File: config.mk
export PLATFORM = sky130hd
export DESIGN_NAME = matmul_host
export DESIGN_NICKNAME = d
export VERILOG_FILES = /design/src/rtl/matmul_host.sv
export SDC_FILE = /design/constraint.sdc
export NUM_CORES = 2
export LEC_CHECK = 0
export BUFFER_PORTS_ARGS = -buffer_cell sky130_fd_sc_hd__buf_4
export CAP_MARGIN = 20
export CORE_MARGIN = 2
export CORE_UTILIZATION = 40
export DETAILED_ROUTE_END_ITERATION = 12
export PLACE_DENSITY_LB_ADDON = 0.08
export SLEW_MARGIN = 20
export SYNTH_ARGS = -nofsm -noshare
export SYNTH_HDL_FRONTEND = slang
export SYNTH_SLANG_ARGS = --single-unit
File: constraint.sdc
create_clock -name clk -period 92.7 [get_ports clk]
set_clock_uncertainty 0.2 [all_clocks]
set_input_delay 18.54 -clock clk [delete_from_list [all_inputs] [get_ports clk]]
set_output_delay 18.54 -clock clk [all_outputs]
set_load 0.01 [all_outputs]
File: src/rtl/matmul_host.sv
// Host-side companion to the matmul engine: owns the Q8.8 operand memories,
// starts a multiply, and streams the engine's result vector out over valid/ready.
module matmul_host #(
    parameter int DATA1_LEN_BITS = 2,
    parameter int DATA2_COL_BITS = 4
) (
    input  logic                                   clk,
    input  logic                                   rst,
    input  logic                                   ld_valid,
    output logic                                   ld_ready,
    input  logic                                   ld_target,
    input  logic [DATA1_LEN_BITS+DATA2_COL_BITS-1:0] ld_addr,
    input  logic [15:0]                            ld_data,
    input  logic                                   go,
    output logic                                   busy,
    output logic                                   done,
    output logic                                   mm_start,
    input  logic                                   mm_ready,
    input  logic [DATA1_LEN_BITS-1:0]              mm_sel_vec,
    input  logic [DATA1_LEN_BITS-1:0]              mm_sel_row,
    input  logic [DATA2_COL_BITS-1:0]              mm_sel_col,
    output logic [15:0]                            mm_data1,
    output logic [15:0]                            mm_data2,
    output logic [DATA2_COL_BITS-1:0]              mm_sel,
    input  logic [15:0]                            mm_data_out,
    output logic                                   res_valid,
    input  logic                                   res_ready,
    output logic [15:0]                            res_data,
    output logic [DATA2_COL_BITS-1:0]              res_idx,
    output logic                                   res_last
);

    localparam int VEC_LEN = 1 << DATA1_LEN_BITS;
    localparam int MAT_LEN = 1 << (DATA1_LEN_BITS + DATA2_COL_BITS);

    typedef enum logic [2:0] {
        IDLE,
        START,
        ACK,
        RUN,
        DRAIN,
        DONE
    } state_t;

    state_t                      state;
    state_t                      state_nxt;
    logic [DATA2_COL_BITS-1:0]   sel;
    logic [DATA2_COL_BITS-1:0]   sel_nxt;
    logic [15:0]                 vec_mem [VEC_LEN];
    logic [15:0]                 mat_mem [MAT_LEN];

    // Operand memories: written only while IDLE, cleared by reset.
    always_ff @(posedge clk or posedge rst) begin
        if (rst) begin
            for (int i = 0; i < VEC_LEN; i++) vec_mem[i] <= '0;
            for (int i = 0; i < MAT_LEN; i++) mat_mem[i] <= '0;
        end else if (ld_valid && ld_ready) begin
            if (ld_target) mat_mem[ld_addr] <= ld_data;
            else           vec_mem[ld_addr[DATA1_LEN_BITS-1:0]] <= ld_data;
        end
    end

    assign mm_data1 = vec_mem[mm_sel_vec];
    assign mm_data2 = mat_mem[{mm_sel_row, mm_sel_col}];

    always_ff @(posedge clk or posedge rst) begin
        if (rst) begin
            state <= IDLE;
            sel   <= '0;
        end else begin
            state <= state_nxt;
            sel   <= sel_nxt;
        end
    end

    always_comb begin
        state_nxt = state;
        sel_nxt   = sel;
        mm_start  = 1'b0;
        busy      = 1'b1;
        done      = 1'b0;
        res_valid = 1'b0;
        ld_ready  = 1'b0;
        case (state)
            IDLE: begin
                busy     = 1'b0;
                ld_ready = 1'b1;
                if (go) state_nxt = START;
            end
            START: begin
                mm_start  = 1'b1;
                state_nxt = ACK;
            end
            ACK: begin
                // Engine acknowledges the start by dropping ready.
                if (!mm_ready) state_nxt = RUN;
            end
            RUN: begin
                if (mm_ready) begin
                    state_nxt = DRAIN;
                    sel_nxt   = '0;
                end
            end
            DRAIN: begin
                res_valid = 1'b1;
                if (res_ready) begin
                    if (&sel) state_nxt = DONE;
                    else      sel_nxt   = sel + 1'b1;
                end
            end
            DONE: begin
                done      = 1'b1;
                sel_nxt   = '0;
                state_nxt = IDLE;
            end
            default: begin
                state_nxt = IDLE;
                sel_nxt   = '0;
            end
        endcase
    end

    assign mm_sel   = sel;
    assign res_data = mm_data_out;
    assign res_idx  = sel;
    assign res_last = res_valid && (&sel);

endmodule

Word level (Yosys, flattened, before mapping)
Cells that the tools add are included.
{"block": "totals", "register_bits": 1095, "output_inout_bits": 62, "word_cells": 132}
{"block": "classes", "add_sub_neg": 1, "n_lt_le_gt_ge": 6, "n_eq_ne": 11, "mux": 27, "bitwise_logic": 6, "reduce_logical": 11}
{"op": "bitwise mux 1024 bit", "n": 1}
{"op": "binary-select mux 16 bit (select 6 bit)", "n": 1}
{"op": "demux 16 bit (select 6 bit)", "n": 1}
{"op": "two-way mux 16 bit", "n": 6}
{"op": "bitwise mux 64 bit", "n": 1}
{"op": "binary-select mux 16 bit (select 2 bit)", "n": 1}
{"op": "demux 16 bit (select 2 bit)", "n": 1}
{"op": "two-way mux 3 bit", "n": 5}
{"op": "case mux 3 bit (5 select lines)", "n": 1}
{"op": ">= comparator 7 bit, second input constant", "n": 2}
{"op": "inverter 6 -> 7 bit", "n": 2}
{"op": "two-way mux 4 bit", "n": 3}
{"op": "inequality test 2 bit, second input constant", "n": 6}
{"op": "case mux 4 bit (3 select lines)", "n": 1}
{"op": "AND reduction 4 bit", "n": 2}
{"op": "less-than comparator 7 x 1 -> 1 bit, second input constant", "n": 1}
{"op": "== test 3 x 2 -> 1 bit, second input constant", "n": 2}
{"op": "== test 3 bit, second input constant", "n": 2}
{"op": ">= comparator 3 bit, second input constant", "n": 2}
{"op": "inverter 2 -> 3 bit", "n": 2}
{"op": "two-way mux 1 bit", "n": 5}
{"op": "AND reduction 5 bit", "n": 1}
{"op": "adder 4 x 1 -> 4 bit, second input constant", "n": 1}
{"op": "logical AND 1 bit", "n": 4}
{"op": "other kinds (6)", "n": 8}

Logic depth before layout (Yosys ltp)
{"block": "logic_depth", "ltp_word": 6, "ltp_mapped": 10, "ltp_nobuf": 5}

Worst setup path before layout
Ideal clock, no wire load.
{"block": "synth_path", "path_type": "input to output", "startpoint": "input mm_sel_col[0]", "endpoint": "output mm_data2[10]", "arrival_time_ns": 20.374, "required_time_ns": 73.960, "setup_slack_ns": 53.586, "stages": 9, "path_cell_list": "buf_4 -> buf_6 -> buf_4 -> buf_2 -> mux4_2 -> o21ai_0 -> a21oi_1 -> o21ai_0 -> o41ai_1"}
{"block": "synth_between", "elab_chain_cells": 4}
{"element": "start: declaration", "line_no": "21", "text": "input logic [DATA2_COL_BITS-1:0] mm_sel_col,"}
{"element": "inverter 6 -> 7 bit (implied by the code)", "line_no": "64", "text": "assign mm_data2 = mat_mem[{mm_sel_row, mm_sel_col}];"}
{"element": "binary-select mux 16 bit (select 6 bit)", "line_no": "64"}
{"element": "two-way mux 16 bit (implied by the code) (2 in a row)", "line_no": "64"}
{"element": "end: declaration", "line_no": "23", "text": "output logic [15:0] mm_data2,"}
No other way between the ends. The select of a mux whose other input is x is not followed.

Final worst setup path
{"block": "layout_path", "startpoint": "input mm_sel_col[1]", "endpoint": "output mm_data2[15]"}
Same word-level chain as after synthesis.

==> impl_metrics.toml <==
[setup_path]
regToRegStartpoint = "state[0]"
cp_max_fo = 78
ff2ff_setup_slack_ps = 88980
r2r_end = "mat_mem[679]"
critPathKind = "in2out"
critPathLaunch = "mm_sel_col[1]"
start_kind = "input pin"
required_ps = 73960
worstSetupEndpoint = "mm_data2[15]"
endpoint_kind = "output pin"
rr_worst_depth = 5
worstPathArrival_ps = 23200

[sta]
finalSetupTns_ps = 0
grt_setup_unrepaired = "false"
layout_min_cycle_time_ps = 41940
tightest_slew_ps = 1220
whs_ps = 299
setup_viol = 0
finalCritPeriodShare_pct = 45.2
slew_viol_final = 0
hold_violations = 0
max_freq_mhz = 23.8
fin_ws_ps = 50760
relSlewSlack_pct = 18.3

[clock_network]
cts_buffer_depth = 3
h-tree-depth = 4
cts.repair.resized = 0
cts_root_buf = "clkbuf_16"
post_cts_buffers = 0
cts.clk_slew.worst_paths_ps = 50
hold_buffers = 0
cts_tree = "yes"
clock_sinks = 1095
clkLatencyLatePin_ps = 750
cts_buffers = 131

[global_routing]
grt_max_degree = 130
grt_pass1_wl_um = 213000
grt_overflow_total = 0
grt_antenna_before_repair = 9
grt_use_total_pct = 22.8
grt_pass1_vias = 31300

[synth]
ys_types = 40
synthArstFlopShare_pct = 100
ys_top_cells_by_area = "dfrtp_1, mux2_2, mux4_2"
synth_fa_ha_area_share_pct = 0.0250
ys_seq_area_share_pct = 54.7
syn_inst = 3157
synth_edf_count = 0
yosysMostFrequentCell = "dfrtp_1"
ys_ff_latch = 1095
synthSimpleGateAreaFrac_pct = 2.17
yosys.area.top_type = "dfrtp_1"
synth.top_cell.area_share_pct = 54.7
synth_common_cells = "dfrtp_1, mux2_2, mux4_2, clkbuf_1, buf_4"
synth_compound_area_share_pct = 1.71
syn_nets = 3211
syn_area_per_cell_um2 = 15.9
muxShareOfSynthArea_pct = 38.3
synthesis.area_um2 = 50100
synth_xor_area_share_pct = 0
yosys_warnings = 0
synth_top_family_by_area = "multiplexers"
ys.flop_type = "dfrtp_1"

[power_and_ir_drop]
p_per_area_nw_per_um2 = 21.1
switching_share_pct = 24.5
pwr-share-comb_pct = 11.4
p_switching_uw = 289
internal_power_uw = 892
leakagePower_nw = 26.4
power_mw = 1.18
seqPwrFrac_pct = 46.2
clockPowerShare_pct = 42.3
peakVddDrop_mv = 0.0207

[finish]
area_delta_synth_final_pct = 12.0
utilization_pct = 45.3
fillers = 10800
drive_above_1_share_pct = 55.5
nets = 3183

[place]
port_buffers = 82
hpwl_um = 83500
place_congestion = 0.775
dpl_worst_slack_ps = 50790

[routing]
first_pass_iters = 5
wl_um = 143000
post_drt_wl_per_cell_um = 29.4
vias_per_cell = 5.76
vias = 28000
drt_iter0_drc = 1508
ant_nets = 0
drc = 0

[job]
cap_violations = 0

[floorplan]
row_count = 129
die_area_um2 = 128000
start_util_pct = 40.4
io_pins = 115
die_h_um = 358
core_area_um2 = 124000
die_x_um = 358

[min_path]
hold_class = "reg2reg"

[run_status]
status = "finished clean"
layout by cell type (no fill, tap or decap), types with 32 or more instances in the layout:
master	count
a21oi_1	34
buf_4	130
clkbuf_1	32
clkbuf_16	139
dfrtp_1	1095
mux2_2	1091
mux2i_1	48
mux4_2	285
nor2_1	35
nor2_2	35
o21ai_0	55
logic make-up after synthesis:
kind of cell             after synthesis
AO/OA/AOI/OAI                        143
adder cells (fa/ha/maj)                1
buffers and inverters                311
flip-flops                          1095
multiplexers                        1424
AND/OR/NAND/NOR                      183
per-stage QoR:
step           cell area [um^2]  std cells
4_1_cts                   56000       4849
5_1_grt                   56100       4852
3_3_place_gp              51700       4628
2_1_floorplan             50100       3157
3_5_place_dp              51800       4630
6_report                  56100       4857
power by group through the flow:
| stage | registers, mW | logic [mW] | clock network [mW] |
|---|---|---|---|
| after global placement | 0.550 | 0.133 | 0 |
| after CTS | 0.546 | 0.138 | 0.513 |
| final | 0.546 | 0.135 | 0.500 |
| after floorplan | 0.548 | 0.0965 | 0 |
| after detailed placement | 0.554 | 0.137 | 0 |
| after global routing | 0.551 | 0.145 | 0.533 |
area by class of cell:
| cell class | instances | area, um^2 | share of cell area (%) |
|---|---|---|---|
| clock inverter | 22 | 204 | 0.364 |
| timing repair buffer | 144 | 1210 | 2.16 |
| clock buffer | 197 | 3960 | 7.05 |
| tap | 1637 | 2050 | 3.65 |
| sequential | 1095 | 27400 | 48.9 |
| multi-input combinational | 1751 | 21200 | 37.8 |
| antenna | 5 | 12.5 | 0.0223 |
| inverter | 6 | 30.0 | 0.0535 |
metal layers:
metal / track usage [%] / wire (um)
met5: 0 / 0
met4: 8.28 / 4950
met3: 3.35 / 4960
met2: 39.3 / 72500
met1: 29.4 / 60200
state kept, by name, summed over array words and instances (netlist names):
register	cells
vec_mem	64
mm_sel	4
state	3
mat_mem	1024
critical path, stage by stage:
cell and delay [ps]:
buf_8 580, buf_4 650, buf_4 630, mux4_2 580, mux2i_1 340, a21oi_1 200, o21ai_0 920, o41ai_1 350
buf_4 250
worst min path at each step:
stage | startpoint | to | slack [ps] | cells after the start
after floorplan | mat_mem[464] | mat_mem[464] | 270 | 1
after detailed placement | mat_mem[982] | mat_mem[982] | 290 | 1
after CTS | mat_mem[982] | mat_mem[982] | 300 | 1
after global placement | mat_mem[468] | mat_mem[468] | 280 | 1
after global routing | vec_mem[20] | vec_mem[20] | 310 | 1
final | mat_mem[985] | mat_mem[985] | 300 | 1
No activity file was read; power rests on OpenSTA's default activity.
